--- config.mk ---
export PLATFORM = sky130hd
export DESIGN_NAME = debounced_bcd_updown
export DESIGN_NICKNAME = d
export VERILOG_FILES = /design/src/rtl/debounced_bcd_updown.sv
export SDC_FILE = /design/constraint.sdc
export NUM_CORES = 1
export LEC_CHECK = 0
export CAP_MARGIN = 15
export CORE_ASPECT_RATIO = 0.6
export CORE_MARGIN = 3
export CORE_UTILIZATION = 60
export CTS_BUF_LIST = sky130_fd_sc_hd__clkbuf_4 sky130_fd_sc_hd__clkbuf_8
export DETAILED_ROUTE_END_ITERATION = 12
export HOLD_SLACK_MARGIN = 0.05
export PLACE_DENSITY = 0.83
export SYNTH_ARGS = -nofsm -noshare
export SYNTH_HDL_FRONTEND = slang
export SYNTH_SLANG_ARGS = --single-unit
--- constraint.sdc ---
create_clock -name clock -period 7.91 [get_ports clock]
set_input_delay 1.582 -clock clock [delete_from_list [all_inputs] [get_ports clock]]
set_output_delay 1.582 -clock clock [all_outputs]
set_load 0.1 [all_outputs]
--- src/rtl/debounced_bcd_updown.sv ---
// Two-button debounced N-digit BCD up/down counter
// with wrap pulses and hold-to-repeat.

module button_stage #(
  parameter int DEBOUNCE_CYCLES = 10000,
  parameter int REPEAT_DELAY    = 5000000,
  parameter int REPEAT_PERIOD   = 1000000
) (
  input  logic clock,
  input  logic reset,
  input  logic raw,
  output logic step
);
  localparam int CW = $clog2(DEBOUNCE_CYCLES + 1);
  localparam int TMAX = (REPEAT_DELAY > REPEAT_PERIOD) ?
                        REPEAT_DELAY : REPEAT_PERIOD;
  localparam int TW = (TMAX > 1) ? $clog2(TMAX) : 1;
  localparam logic [CW-1:0] C_MAX = CW'(DEBOUNCE_CYCLES);
  localparam logic [TW-1:0] T_DELAY =
    TW'((REPEAT_DELAY > 0) ? REPEAT_DELAY - 1 : 0);
  localparam logic [TW-1:0] T_PERIOD = TW'(REPEAT_PERIOD - 1);
  localparam bit REPEAT_EN = (REPEAT_DELAY > 0);

  logic          s;
  logic          deb;
  logic          deb_q;
  logic [CW-1:0] cnt;
  logic [TW-1:0] tmr;
  logic          rise;
  logic          held;
  logic          rpt;

  always_ff @(posedge clock) begin
    if (reset) begin
      s   <= 1'b0;
      cnt <= '0;
      deb <= 1'b0;
    end else begin
      s <= raw;
      if (raw != s)
        cnt <= '0;
      else if (cnt == C_MAX)
        deb <= s;
      else
        cnt <= cnt + CW'(1);
    end
  end

  assign rise = deb & ~deb_q;
  assign held = deb & deb_q;
  assign rpt  = REPEAT_EN && held && (tmr == '0);
  assign step = rise | rpt;

  // Down-counter reaching zero marks the next repeat step.
  always_ff @(posedge clock) begin
    if (reset) begin
      deb_q <= 1'b0;
      tmr   <= '0;
    end else begin
      deb_q <= deb;
      if (!deb)
        tmr <= '0;
      else if (rise)
        tmr <= T_DELAY;
      else if (rpt)
        tmr <= T_PERIOD;
      else if (tmr != '0)
        tmr <= tmr - TW'(1);
    end
  end
endmodule

module debounced_bcd_updown #(
  parameter int DIGITS          = 2,
  parameter int DEBOUNCE_CYCLES = 10000,
  parameter int REPEAT_DELAY    = 5000000,
  parameter int REPEAT_PERIOD   = 1000000
) (
  input  logic                  clock,
  input  logic                  reset,
  input  logic                  btn_up,
  input  logic                  btn_down,
  input  logic                  clear,
  output logic [4*DIGITS-1:0]   digits,
  output logic                  overflow,
  output logic                  underflow
);
  logic                up_step;
  logic                dn_step;
  logic [4*DIGITS-1:0] inc_val;
  logic [4*DIGITS-1:0] dec_val;
  logic                carry;
  logic                borrow;

  button_stage #(
    .DEBOUNCE_CYCLES(DEBOUNCE_CYCLES),
    .REPEAT_DELAY   (REPEAT_DELAY),
    .REPEAT_PERIOD  (REPEAT_PERIOD)
  ) u_up (
    .clock(clock),
    .reset(reset),
    .raw  (btn_up),
    .step (up_step)
  );

  button_stage #(
    .DEBOUNCE_CYCLES(DEBOUNCE_CYCLES),
    .REPEAT_DELAY   (REPEAT_DELAY),
    .REPEAT_PERIOD  (REPEAT_PERIOD)
  ) u_dn (
    .clock(clock),
    .reset(reset),
    .raw  (btn_down),
    .step (dn_step)
  );

  // Carry/borrow surviving the last digit means all 9s / all 0s.
  always_comb begin
    inc_val = digits;
    dec_val = digits;
    carry   = 1'b1;
    borrow  = 1'b1;
    for (int i = 0; i < DIGITS; i++) begin
      if (carry) begin
        if (digits[4*i +: 4] == 4'd9) begin
          inc_val[4*i +: 4] = 4'd0;
        end else begin
          inc_val[4*i +: 4] = digits[4*i +: 4] + 4'd1;
          carry = 1'b0;
        end
      end
      if (borrow) begin
        if (digits[4*i +: 4] == 4'd0) begin
          dec_val[4*i +: 4] = 4'd9;
        end else begin
          dec_val[4*i +: 4] = digits[4*i +: 4] - 4'd1;
          borrow = 1'b0;
        end
      end
    end
  end

  always_ff @(posedge clock) begin
    if (reset) begin
      digits    <= '0;
      overflow  <= 1'b0;
      underflow <= 1'b0;
    end else begin
      overflow  <= 1'b0;
      underflow <= 1'b0;
      if (clear) begin
        digits <= '0;
      end else if (up_step && !dn_step) begin
        digits   <= inc_val;
        overflow <= carry;
      end else if (dn_step && !up_step) begin
        digits    <= dec_val;
        underflow <= borrow;
      end
    end
  end
endmodule

==> impl_metrics.tcl <==
set metrics [dict create \
    die_width_um 116 \
    crit_path_max_incr_delay_ns 0.75 \
    antenna_cells 0 \
    clock_latency_ns 0.37 \
    detail_route.first_pass.iterations 4 \
    antenna_found_initial 0 \
    ios 15 \
    timing.critical_path.arrival_ns 4.06 \
    postCtsResizedCells 0 \
    final_critical_path_setup_slack_ns 4.14 \
    num_rows 23 \
    cellPowerDensity_nw_per_um2 180 \
    vdd_ir_drop_max_mv 0.104 \
    preCtsSetupSlack_ns 4.28 \
    netSwitchingPower_mw 0.169 \
    post_drt_wl_per_cell_um 14.2 \
    viasPerCell 5.77 \
    crit_end "digits[7]" \
    worst-slew-pin-transition_ns 0.991 \
    rr_endpoint "digits[7]" \
    synth-main-ff-cell "dfxtp_1" \
    synth-edff-count 0 \
    place.gp.congestion 0.893 \
    remaining_drc_errors 0 \
    synth_nets 528 \
    detailedRoute.firstIterationViolations 351 \
    outcome "completed" \
    clkSinkCount 90 \
    numCtsBuffers 9 \
    finClkSkew_ns 0.00808 \
    synth_warnings 0 \
    floorplan.initialDensity 0.635 \
    r2r-start "u_dn.tmr[12]" \
    pwr-share-clk 0.451 \
    hold_fix_buffers_at_cts 0 \
    largest_net_degree_at_the_start_of_global_routing 15 \
    maxCapViolCount 0 \
    synth.cells.most_frequent "90 x dfxtp_1, 84 x nor2_1, 38 x nand2_1" \
    setup-tns-final_ns 0 \
    netlist_top_cells_area "dfxtp_1 42%, nor2_1 7.3%, xor2_1 6.7%, xnor2_1 5.3%, a21oi_1 4.0%" \
    critical_path_peak_fanout 13 \
    critPathBufInv 0 \
    synth_largest_type_area_fraction 0.416 \
    cp_common_cell "nor3_1" \
    endpoint_kind "flop" \
    synthCells 514 \
    ff2ff_setup_slack_ns 4.14 \
    worst_r2r_path_depth 11 \
    tritoncts "built" \
    drive_gt1_frac 0.0586 \
    max-slew-margin-rel 0.337 \
    wirelength_mm 8.77 \
    max_clock_freq_mhz 265 \
    timing_hold_violations_final 0 \
    global_route.usage.total 0.226 \
    floorplan.die.height_um 71.8 \
    place_hpwl_mm 6.14 \
    grt_setup_unrepaired "false" \
    critPathLaunchType "flop" \
    areaGrowthSynthToFinish_pct 10.1 \
    critical_path.startpoint "u_dn.tmr[12]" \
    post_synth_num_cell_types 54 \
    worst_hold_path_type "reg2reg" \
    synth_seq_cells 90 \
    grt_first_pass_wirelength_mm 15.1 \
    yosysMostFrequentCell "dfxtp_1" \
    ys_seq_area_frac 0.416 \
    cellLeakagePower_nw 1.98 \
    seqPwrFrac 0.532 \
    final_setup_violation_count 0 \
    internal_power_mw 0.691 \
    layout.filler_cells 556 \
    cts-htree-levels 3 \
    detail-route-antenna-nets 0 \
    avg_synthesized_cell_area_um2 8.42 \
    timing.final.crit_share 0.476 \
    first_global_vias 3296 \
    cp_slowest_cell "nor4_1" \
    core_area_um2 6820 \
    pwr-share-comb 0.017 \
    critPathRequiredTime_ns 8.20 \
    post_synthesis_instance_area_um2 4330 \
    critical_path.top_delay_family "simple AND/OR/NAND/NOR gates" \
    fp.dieArea_um2 8300 \
    numPortBuffers 14 \
    clk_root_buffer_cell "clkbuf_8" \
    critical_path_depth 11 \
    grt-ovfl-total 0 \
    crit_type "reg2reg" \
    final-max-slew-violation-count 0 \
    worst_path_clk_slew_ns 0.09 \
    post_cts_buffers 0 \
    timing.final.crit_period_ns 3.77 \
    switching_share 0.196 \
    routed-via-count 3554 \
    worstPathCellList "nor4_1 > and4_1 > nand2b_4 > and2_1 > nand2b_1 > ha_1 > nor3_1 > o21ai_1 > nor3_1 > o21ai_0 > a31oi_1" \
    cts_max_path_buffers 2 \
    synth_async_sr_flop_share 0 \
    nNetsFinal 538 \
    largest_area_contributor_in_the_netlist "dfxtp_1" \
]
==> flip-flops by register name, indices dropped and copies added (netlist names) <==
register / cells
u_dn.cnt: 14
u_up.deb: 1
u_dn.deb: 1
digits: 8
u_up.deb_q: 1
u_dn.s: 1
u_up.s: 1
u_up.tmr: 23
underflow: 1
u_dn.tmr: 23
u_dn.deb_q: 1
u_up.cnt: 14
overflow: 1
==> worst min-delay path by stage <==
stage / start / end / depth (start not counted)
after CTS: u_up.tmr[22] / u_up.tmr[22] / 2
final: u_up.tmr[13] / u_up.tmr[13] / 2
after floorplan: u_dn.s / u_dn.deb / 2
after global routing: u_dn.s / u_dn.deb / 2
after detailed placement: u_up.tmr[22] / u_up.tmr[22] / 2
after global placement: u_dn.s / u_dn.deb / 2
==> power by group through the flow <==
stage	clock [mW]	sequential [mW]	combinational, mW
after floorplan	0	0.467	0.00956
after global placement	0	0.468	0.0137
after detailed placement	0	0.468	0.0144
after CTS	0.397	0.457	0.0145
after global routing	0.413	0.458	0.0164
final	0.388	0.457	0.0143
==> per-stage QoR <==
step / util / instances / hold slack (ns) / cell area, µm² / power [mW]
after global routing: 0.699 / 616 / 0.512 / 4770 / 0.887
after CTS: 0.699 / 616 / 0.488 / 4770 / 0.869
final: 0.699 / 616 / 0.488 / 4770 / 0.860
after detailed placement: 0.662 / 600 / 0.474 / 4510 / 0.483
after global placement: 0.662 / 600 / 0.457 / 4510 / 0.482
after floorplan: - / 514 / 0.443 / 4330 / 0.477
==> layout by cell type, fill, tap and decap left out, drive strengths merged, types with 9 or more instances in the layout <==
cell type      instances
nand2b                10
clkbuf                12
xor2                  33
o21ai                 20
clkdlybuf4s50         14
nor2                  84
nand3                 19
ha                     9
a21oi                 37
dfxtp                 90
nor4                  10
nor3                  14
nand4                 13
xnor2                 26
nand2                 38
inv                   18
==> per-layer routing <==
layer  global-route usage  vias up  wire (µm)  share of wire
met2                0.337       77       3810           0.43
li1                     -     1785          -              -
met3               0.0591       13        466          0.053
met5                    0        -          0              0
met1                0.320     1679       4380           0.50
met4               0.0798        0        121          0.014
==> cell type report <==
type	count	area, µm²	share of cell area
tap	87	109	0.0228
clock inverter	4	97.6	0.0205
inverter	18	67.6	0.0142
sequential	90	1800	0.378
clock buffer	12	159	0.0333
multi-input combinational	391	2390	0.502
timing repair buffer	14	140	0.0294
==> kinds of logic after synthesis <==
logic type,after synthesis,synth area share
AOI/OAI and AO/OA,73,0.0948
DFF,90,0.416
buffers and inverters,33,0.0309
muxes,5,0.0121
xor gates and xnor gates,59,0.119
adders and majority gates,9,0.0260
and+or+nand+nor,245,0.301
==> tightest hold or removal path, cell delays in order, from the launching register on <==
cell     delay [ns]
dfxtp_1        0.33
nand2_1        0.06
a21oi_1        0.05
No activity file was read; power rests on OpenSTA's default activity.
